$ cat src/rtl/ex_muldiv_unit.sv
// Iterative radix-2 RV32M multiply/divide unit for the execute stage (32 cycles/op + done cycle).
// Optional MULDIV_EARLY_OUT_EN: trivial cases (div-by-zero, signed overflow, zero multiply operand) finish in one cycle.
module ex_muldiv_unit #(
  parameter int XLEN = 32
) (
  input  logic            clk,
  input  logic            reset,
  input  logic            start_E,
  input  logic [2:0]      ctrl_muldiv_op_E,
  input  logic [XLEN-1:0] srcA_E,
  input  logic [XLEN-1:0] srcB_E,
  input  logic            flush_E,
  output logic            busy,
  output logic            done,
  output logic [XLEN-1:0] result
);

  localparam int CW = $clog2(XLEN);

  localparam logic [2:0] OP_MUL    = 3'b000;
  localparam logic [2:0] OP_MULH   = 3'b001;
  localparam logic [2:0] OP_MULHSU = 3'b010;
  localparam logic [2:0] OP_MULHU  = 3'b011;
  localparam logic [2:0] OP_DIV    = 3'b100;
  localparam logic [2:0] OP_DIVU   = 3'b101;
  localparam logic [2:0] OP_REM    = 3'b110;
  localparam logic [2:0] OP_REMU   = 3'b111;

  typedef enum logic [1:0] {
    S_IDLE = 2'b00,
    S_RUN  = 2'b01,
    S_DONE = 2'b10
  } state_t;

  state_t          state_q;
  logic [2:0]      op_q;
  logic [XLEN-1:0] b_q;
  logic [XLEN-1:0] hi_q;
  logic [XLEN-1:0] lo_q;
  logic            neg_q;
  logic            divz_q;
  logic [CW-1:0]   count_q;
  logic            busy_q;
  logic            done_q;
  logic [XLEN-1:0] result_q;

  logic            launch_w;
  logic            op_signed_a_w;
  logic            op_signed_b_w;
  logic            sign_a_w;
  logic            sign_b_w;
  logic [XLEN-1:0] mag_a_w;
  logic [XLEN-1:0] mag_b_w;
  logic            neg_w;
  logic            divz_w;

  always_comb begin
    op_signed_a_w = (ctrl_muldiv_op_E != OP_MULHU) && (ctrl_muldiv_op_E != OP_DIVU) &&
                    (ctrl_muldiv_op_E != OP_REMU);
    op_signed_b_w = op_signed_a_w && (ctrl_muldiv_op_E != OP_MULHSU);
    sign_a_w      = op_signed_a_w & srcA_E[XLEN-1];
    sign_b_w      = op_signed_b_w & srcB_E[XLEN-1];
    mag_a_w       = sign_a_w ? (~srcA_E + 1'b1) : srcA_E;
    mag_b_w       = sign_b_w ? (~srcB_E + 1'b1) : srcB_E;
    // Remainder takes the dividend's sign; quotient and product take the XOR.
    neg_w         = (ctrl_muldiv_op_E[2] && ctrl_muldiv_op_E[1]) ? sign_a_w : (sign_a_w ^ sign_b_w);
    divz_w        = ctrl_muldiv_op_E[2] && (srcB_E == '0);
    launch_w      = start_E && !flush_E && (state_q != S_RUN);
  end

`ifdef MULDIV_EARLY_OUT_EN
  logic            ovf_w;
  logic            early_w;
  logic [XLEN-1:0] early_res_w;

  always_comb begin
    ovf_w   = ((ctrl_muldiv_op_E == OP_DIV) || (ctrl_muldiv_op_E == OP_REM)) &&
              (srcA_E == {1'b1, {(XLEN-1){1'b0}}}) && (srcB_E == '1);
    early_w = (!ctrl_muldiv_op_E[2] && ((srcA_E == '0) || (srcB_E == '0))) || divz_w || ovf_w;
    if (!ctrl_muldiv_op_E[2]) begin
      early_res_w = '0;
    end else if (divz_w) begin
      early_res_w = ctrl_muldiv_op_E[1] ? srcA_E : '1;
    end else begin
      early_res_w = ctrl_muldiv_op_E[1] ? '0 : srcA_E;
    end
  end
`endif

  // One shift-add (multiply) or restoring-subtract (divide) step over hi/lo.
  logic [XLEN:0]     sum_w;
  logic [XLEN:0]     shl_w;
  logic [XLEN-1:0]   diff_w;
  logic              ge_w;
  logic [XLEN-1:0]   hi_d;
  logic [XLEN-1:0]   lo_d;
  logic [2*XLEN-1:0] prod_w;
  logic [XLEN-1:0]   quo_rem_w;
  logic [XLEN-1:0]   result_d;

  always_comb begin
    sum_w  = {1'b0, hi_q} + (lo_q[0] ? {1'b0, b_q} : {(XLEN+1){1'b0}});
    shl_w  = {hi_q, lo_q[XLEN-1]};
    // A set carry-out bit means the shifted remainder already exceeds any divisor.
    diff_w = shl_w[XLEN-1:0] - b_q;
    ge_w   = shl_w[XLEN] || (shl_w[XLEN-1:0] >= b_q);
    if (op_q[2]) begin
      hi_d = ge_w ? diff_w : shl_w[XLEN-1:0];
      lo_d = {lo_q[XLEN-2:0], ge_w};
    end else begin
      hi_d = sum_w[XLEN:1];
      lo_d = {sum_w[0], lo_q[XLEN-1:1]};
    end

    prod_w = {hi_d, lo_d};
    if (neg_q) prod_w = ~prod_w + 1'b1;
    quo_rem_w = op_q[1] ? hi_d : lo_d;
    if (neg_q) quo_rem_w = ~quo_rem_w + 1'b1;

    if (!op_q[2]) begin
      result_d = (op_q == OP_MUL) ? prod_w[XLEN-1:0] : prod_w[2*XLEN-1:XLEN];
    end else if (divz_q && !op_q[1]) begin
      result_d = '1;
    end else begin
      result_d = quo_rem_w;
    end
  end

  always_ff @(posedge clk) begin
    if (reset) begin
      state_q  <= S_IDLE;
      op_q     <= '0;
      b_q      <= '0;
      hi_q     <= '0;
      lo_q     <= '0;
      neg_q    <= 1'b0;
      divz_q   <= 1'b0;
      count_q  <= '0;
      busy_q   <= 1'b0;
      done_q   <= 1'b0;
      result_q <= '0;
    end else begin
      done_q <= 1'b0;
      if (flush_E) begin
        state_q <= S_IDLE;
        busy_q  <= 1'b0;
      end else if (launch_w) begin
        op_q    <= ctrl_muldiv_op_E;
        hi_q    <= '0;
        count_q <= '0;
        neg_q   <= neg_w;
        divz_q  <= divz_w;
        if (ctrl_muldiv_op_E[2]) begin
          b_q  <= mag_b_w;
          lo_q <= mag_a_w;
        end else begin
          b_q  <= mag_a_w;
          lo_q <= mag_b_w;
        end
`ifdef MULDIV_EARLY_OUT_EN
        if (early_w) begin
          state_q  <= S_DONE;
          busy_q   <= 1'b0;
          done_q   <= 1'b1;
          result_q <= early_res_w;
        end else begin
          state_q <= S_RUN;
          busy_q  <= 1'b1;
        end
`else
        state_q <= S_RUN;
        busy_q  <= 1'b1;
`endif
      end else begin
        case (state_q)
          S_RUN: begin
            hi_q    <= hi_d;
            lo_q    <= lo_d;
            count_q <= count_q + CW'(1);
            if (count_q == CW'(XLEN-1)) begin
              state_q  <= S_DONE;
              busy_q   <= 1'b0;
              done_q   <= 1'b1;
              result_q <= result_d;
            end
          end
          default: state_q <= S_IDLE;
        endcase
      end
    end
  end

  assign busy   = busy_q;
  assign done   = done_q;
  assign result = result_q;

endmodule

$ cat config.mk
export PLATFORM = sky130hd
export DESIGN_NAME = ex_muldiv_unit
export DESIGN_NICKNAME = d
export VERILOG_FILES = /design/src/rtl/ex_muldiv_unit.sv
export SDC_FILE = /design/constraint.sdc
export NUM_CORES = 1
export LEC_CHECK = 0
export CORE_MARGIN = 4
export CORE_UTILIZATION = 40
export CTS_CLUSTER_SIZE = 30
export DETAILED_ROUTE_END_ITERATION = 12
export SLEW_MARGIN = 15
export SYNTH_ARGS = -nofsm -noshare
export SYNTH_HDL_FRONTEND = slang
export SYNTH_SLANG_ARGS = --single-unit
$ cat constraint.sdc
create_clock -name clk -period 5.88 [get_ports clk]
set_input_delay 0.882 -clock clk [delete_from_list [all_inputs] [get_ports clk]]
set_output_delay 0.882 -clock clk [all_outputs]
set_load 0.005 [all_outputs]
---- Yosys cells after proc, flatten, opt, wreduce, memory -nomap -nowiden ----
Index checks and enable logic that the tools add are counted.
word-level totals
  bits in registers ....................... 142
  bits of input ports ..................... 71
  logic and storage cells ................. 87
  output and inout bits ................... 34
cells by class
  equality and inequality tests ........... 8
  reduce and logical (&&, ||, !) cells .... 21
  bitwise gates (word level) .............. 10
  multiplexer cells ....................... 28
  add/sub/neg operators ................... 7
  $lt $le $gt $ge ......................... 1
operators with widths
  kind                                                    count
  2-to-1 mux 32 bit                                       17
  adder 32 x 1 -> 32 bit (second input constant)          3
  NOT 32 bit                                              3
  adder 64 x 1 -> 64 bit (second input constant)          1
  2-to-1 mux 64 bit                                       1
  NOT 64 bit                                              1
  adder 32 x 32 -> 33 bit                                 1
  >= comparator 32 bit                                    1
  zero test 32 bit                                        1
  subtractor 32 bit                                       1
  2-to-1 mux 5 bit                                        2
  inequality test 3 bit (second input constant)           3
  logical AND 1 bit                                       8
  2-to-1 mux 1 bit                                        8
  inequality test 3 x 2 -> 1 bit (second input constant)  2
  AND reduction 2 bit                                     3
  adder 5 x 1 -> 5 bit (second input constant)            1
  equality test 5 bit (second input constant)             1
  AND reduction 4 bit                                     1
  nonzero test 2 bit                                      2
  OR reduction 4 bit                                      1
  zero test 3 bit                                         1
  NOT 1 bit                                               3
  bitwise AND 1 bit                                       2
  6 further kinds                                         7

---- Longest topological paths before layout ----
  depth in word-level cells ............... 10
  depth in mapped cells ................... 24
  depth with buffers taken out ............ 22

---- Worst setup path before layout ----
Ideal clock, no wire load.
  path kind ............................... reg2reg
  start ................................... register b_q[9]
  end ..................................... register result_q[28] (netlist: result[28])
  required time ........................... 5763 ps
  clock period less this slack ............ 5897 ps
  setup time .............................. 117 ps
  arrival time ............................ 5780 ps
  path buffers ............................ 3
  cell stages (with the launch flop) ...... 25
  setup slack ............................. -17 ps
  cell sequence ........................... dfxtp_1 inv_1 ha_1 buf_6 a21oi_2 o21ai_1 a221o_1 o311ai_4 buf_2 buf_2 a21oi_1 a21oi_1 ha_1 nand2_1 or3_1 or4_1 nor2_1 nand2_1 or2_2 nor4_2 nand2_1 nor4_1 mux2i_1 a21oi_1 a32o_1
on the way
  longest elaborated chain between the ends .. 10
  elaborated cells on any way between the ends .. 18
  those cells by class .................... 4 x add/sub; 1 x order compare; 10 x mux; 2 x bitwise; 1 x reduce/logical
RTL lines
  item                    RTL line  text
  from (decl)             37        logic [XLEN-1:0] b_q;
  from (signal assigned)  154       b_q <= mag_b_w;
  from (signal assigned)  157       b_q <= mag_a_w;
  >= comparator 32 bit    106       ge_w = shl_w[XLEN] || (shl_w[XLEN-1:0] >= b_q);
  logical OR 1 bit        106
  2-to-1 mux 32 bit       108       hi_d = ge_w ? diff_w : shl_w[XLEN-1:0];
  2-to-1 mux 32 bit       107       if (op_q[2]) begin
  2-to-1 mux 32 bit       117       quo_rem_w = op_q[1] ? hi_d : lo_d;
  NOT 32 bit              118       if (neg_q) quo_rem_w = ~quo_rem_w + 1'b1;
  adder 32 x 1 -> 32 bit  118
  2-to-1 mux 32 bit       118
  2-to-1 mux 32 bit       122       end else if (divz_q && !op_q[1]) begin
  2-to-1 mux 32 bit *     120       if (!op_q[2]) begin
  to (signal assigned)    184       result_q <= result_d;
  to (decl)               45        logic [XLEN-1:0] result_q;
Mark *: on every way between the ends. The rest lies on a longest branch, timed or not.
A chain may end at the register's enable or synchronous reset.

---- Final worst setup path ----
  start ................................... register b_q[12]
  end ..................................... register result_q[30] (netlist: result[30])
Same word-level chain as after synthesis.

==> impl_results.rst <==
.. list-table::
   :header-rows: 1

   * - Metric
     - Value
   * - Post-synthesis area per instance
     - 6.85 um2
   * - Crit path arrival time
     - 6.02 ns
   * - Unique cell type count in the Yosys netlist
     - 88
   * - Worst VDD drop
     - 0.151 mV
   * - Internal power consumption
     - 2160 uW
   * - Capture point of the worst reg-to-reg path
     - result[30]
   * - Area share of the leading cell type in the synthesized netlist
     - 17.3%
   * - Reg clk slew, reported paths
     - 0.06 ns
   * - EDFF count, synth
     - 0
   * - Share of synthesized registers carrying an async set or reset
     - 0%
   * - Worst-margin pin slew
     - 1.16 ns
   * - Cell total after placement
     - 2959
   * - RePlAce Congestion
     - 0.989
   * - Placed wire-length estimate after detailed placement
     - 60000 um
   * - Met3 capacity usage during global routing
     - 5.55%
   * - Number of clock sinks seen by CTS
     - 142
   * - Met1 track demand over resource in global routing
     - 42.5%
   * - CTS tree
     - done
   * - GRT Residual Overflow
     - 0
   * - Reg2Reg Depth
     - 19
   * - Layout cells sized above 1
     - 8.64%
   * - Crit end category
     - register
   * - Result of the run
     - complete, no violations
   * - CP max-delay cell
     - or4_4
   * - Count of input and output buffers
     - 104
   * - Main synth FF type
     - dfxtp_1
   * - Number of buffer and inverter instances along the worst setup path
     - 3
   * - Number of vias in the routed layout
     - 19.4k
   * - Final hold viol count
     - 0
   * - Boundary Pins
     - 105
   * - CP Launch Type
     - register
   * - Final period demand of the worst path
     - 5.68 ns
   * - Die Span Y
     - 210 um
   * - Maximum fanout encountered on the critical timing path
     - 22
   * - Cell chosen for the clock root
     - clkbuf_16
   * - Synth area leader
     - dfxtp_1
   * - Max-slew violation count
     - 0
   * - Sequential group share of total power
     - 29.1%
   * - Detailed-route DRC error count
     - 0
   * - Total clock buffers created by CTS
     - 17
   * - Critical path type
     - reg2reg
   * - Net count of the finished layout
     - 2596
   * - Sw Share
     - 39.6%
   * - H-tree Lvls
     - 4
   * - Startpoint of the worst hold path
     - result[25]
   * - Maximum number of pins on one net before global-route repair
     - 91
   * - Global-route wire length before repair
     - 113000 um
   * - Leading cell types by total area after synthesis
     - dfxtp_1 (17%), nand2_1 (6.4%), nor2_1 (6.4%)
   * - Number of instances in the synthesized netlist
     - 2393
   * - Post-synthesis sequential area ratio
     - 17.3%
   * - Final Setup Violations
     - 0
   * - Critical path's largest stage delay
     - 0.64 ns
   * - Kind of cell adding the most delay to the critical path
     - simple AND/OR/NAND/NOR gates
   * - Post-CTS setup buffer count
     - 0
   * - Initial core utilization
     - 40.9%
   * - Clk_lat worst skew
     - 0.46 ns
   * - Met2 layer usage reported by global route
     - 53.9%
   * - Number of warnings reported in the yosys synthesis log
     - 0
   * - Vias in the first global route
     - 18.2k
   * - Switching power of the nets
     - 1420 uW
   * - Relative slew slack
     - 22.4%
   * - Launching point of the worst reg2reg path
     - b_q[12]
   * - Worst hold path class
     - reg2reg
   * - Minimum setup slack among reg-to-reg paths
     - 0.20 ns
   * - Most used routing layer
     - met2
   * - Combined area of all synthesized cells
     - 16400 um2
   * - Net count after synthesis
     - 2536
   * - Maximum capacitance violations
     - 0
   * - Fraction of power consumed by the clock network
     - 32.5%
   * - Vias per inst
     - 6.49
   * - Number of detailed-route iterations in the first pass
     - 5
   * - Post-layout power
     - 3580 uW
   * - Power density over cell area
     - 189 nW/um2
   * - Initial antenna violation count
     - 1
   * - Sink of the worst hold path
     - result[25]
   * - Flip-flop and latch count after synthesis
     - 142
   * - CTS Buffer Depth
     - 2
   * - Depth of the worst hold-timing path
     - 2
   * - Portion of total power attributed to combinational logic
     - 38.4%
   * - Worst setup timing slack at the placement stage
     - 0.225 ns
   * - Peak clock frequency supported by timing
     - 176 MHz
   * - Number of nets with antenna violations after routing
     - 0
   * - Final worst-path cycle share
     - 96.5%
   * - Total negative setup slack
     - 0 ns
   * - Initial detailed-routing violation count
     - 2232
   * - Die Wd
     - 210 um
   * - Critical path data required time
     - 6.22 ns
   * - Leakage
     - 0.00732 uW
   * - Area of the core
     - 40100 um2
   * - Post-DR wirelength/cell
     - 25.6 um
   * - Final wirelength
     - 76700 um
   * - Layout overhead on the synthesized area
     - 15.7%
   * - Full die area
     - 44300 um2
   * - Post-Route Skew
     - 0.0118 ns
   * - Global-route usage over all layers
     - 33.2%
   * - Setup WS post-layout
     - 0.204 ns
   * - Row count
     - 73
   * - Post-route insts no fill
     - 2991
   * - Cell chain of the critical path
     - inv_1 > ha_1 > nand4_1 > or3_1 > a211oi_4 > o311ai_4 > buf_4 > nand4_1 > o221ai_1 > a21oi_1 > ha_1 > nand2_1 > o31ai_1 > buf_4 > nand3_1 > or4_4 > or4_1 > a32oi_1 > a21oi_1
-- synth_stat cells, drive strengths merged (56+ instances only) --
cell	count
nand2	282
inv	71
nor2	280
a21oi	205
and2	59
dfxtp	142
clkbuf	135
nor3	80
a211oi	56
xnor2	93
o211ai	69
o21ai	164
ha	70
-- worst max-delay path by stage --
stage / start / endpoint / slack [ns] / depth (start not counted)
after floorplan: b_q[9] / result[28] / 0.1 / 24
after global placement: b_q[14] / result[30] / 0.29 / 19
after detailed placement: b_q[12] / result[30] / 0.22 / 19
after CTS: b_q[12] / result[30] / 0.22 / 19
after global routing: b_q[14] / result[18] / -0.009 / 22
final: b_q[12] / result[30] / 0.20 / 19
-- power by group through the flow --
stage               Clock, uW  Combinational, uW  Sequential (uW)
floorplan                   0                839             1040
global placement            0               1330             1060
detailed placement          0               1330             1060
CTS                      1180               1330             1040
global route             1210               1460             1050
finish                   1160               1370             1040
-- routing by layer --
layer	vias up	share of wire (%)	routed length, um
li1	8937	-	-
met1	9253	41	31100
met2	1001	45	34500
met3	214	8.3	6350
met4	0	6.2	4730
met5	-	0	0
-- cells by family (layout without fill, tap and decap cells) --
group	after synthesis	in the layout	share of synthesized area (%)
simple gates	923	923	26.3
flops	142	142	17.3
mux	74	74	4.90
buf+inv	239	311	5.60
xor+xnor	145	145	7.75
compound gates	798	798	32.5
fa+ha+maj	72	72	5.59
other cells	0	1	0
-- registers in the layout, summed over array words and instances (netlist names) --
| name | count |
|---|---|
| done | 1 |
| result | 32 |
| op_q | 3 |
| hi_q | 32 |
| state_q | 2 |
| lo_q | 32 |
| divz_q | 1 |
| busy | 1 |
| count_q | 5 |
| b_q | 32 |
| neg_q | 1 |
-- final cells by class --
type / instances / area (um2)
antenna: 1 / 2.50
clock buffer: 22 / 505
clock inverter: 9 / 106
fill: 4143 / 21100
inverter: 73 / 274
multi-input combinational: 2012 / 12700
sequential: 142 / 2850
tap: 525 / 657
timing repair buffer: 207 / 1840
-- worst min-delay path: stages, from the launching register on --
cell and delay, ns:
dfxtp_1 0.31, nand2_1 0.05, nand2_1 0.04
-- what timing repair did --
action                                  in CTS  in global routing
hold buffers                                 0                  0
gates resized for setup                      0                 13
endpoints found under the setup margin       0                  8
-- layout by cell type, fill, tap and decap left out, types with 54 or more instances in the layout --
master           synthesis  final
nand2_1                281    280
nor2_1                 280    277
a21oi_1                201    201
o21ai_0                159    158
dfxtp_1                142    140
clkdlybuf4s50_1          0    102
buf_4                    0    101
xnor2_1                 93     93
nor3_1                  80     79
inv_1                   71     71
ha_1                    70     70
o211ai_1                69     69
and2_1                  58     58
mux2i_1                 54     54
-- per-stage QoR --
step / hold WS (ns) / util [%] / instance area [um2]
floorplan: 0.435 / - / 16400
global placement: 0.427 / 45.6 / 18300
detailed placement: 0.435 / 45.6 / 18300
CTS: 0.443 / 47.2 / 18900
global route: 0.462 / 47.3 / 19000
finish: 0.439 / 47.3 / 19000
(Power assumes the default switching activity.)
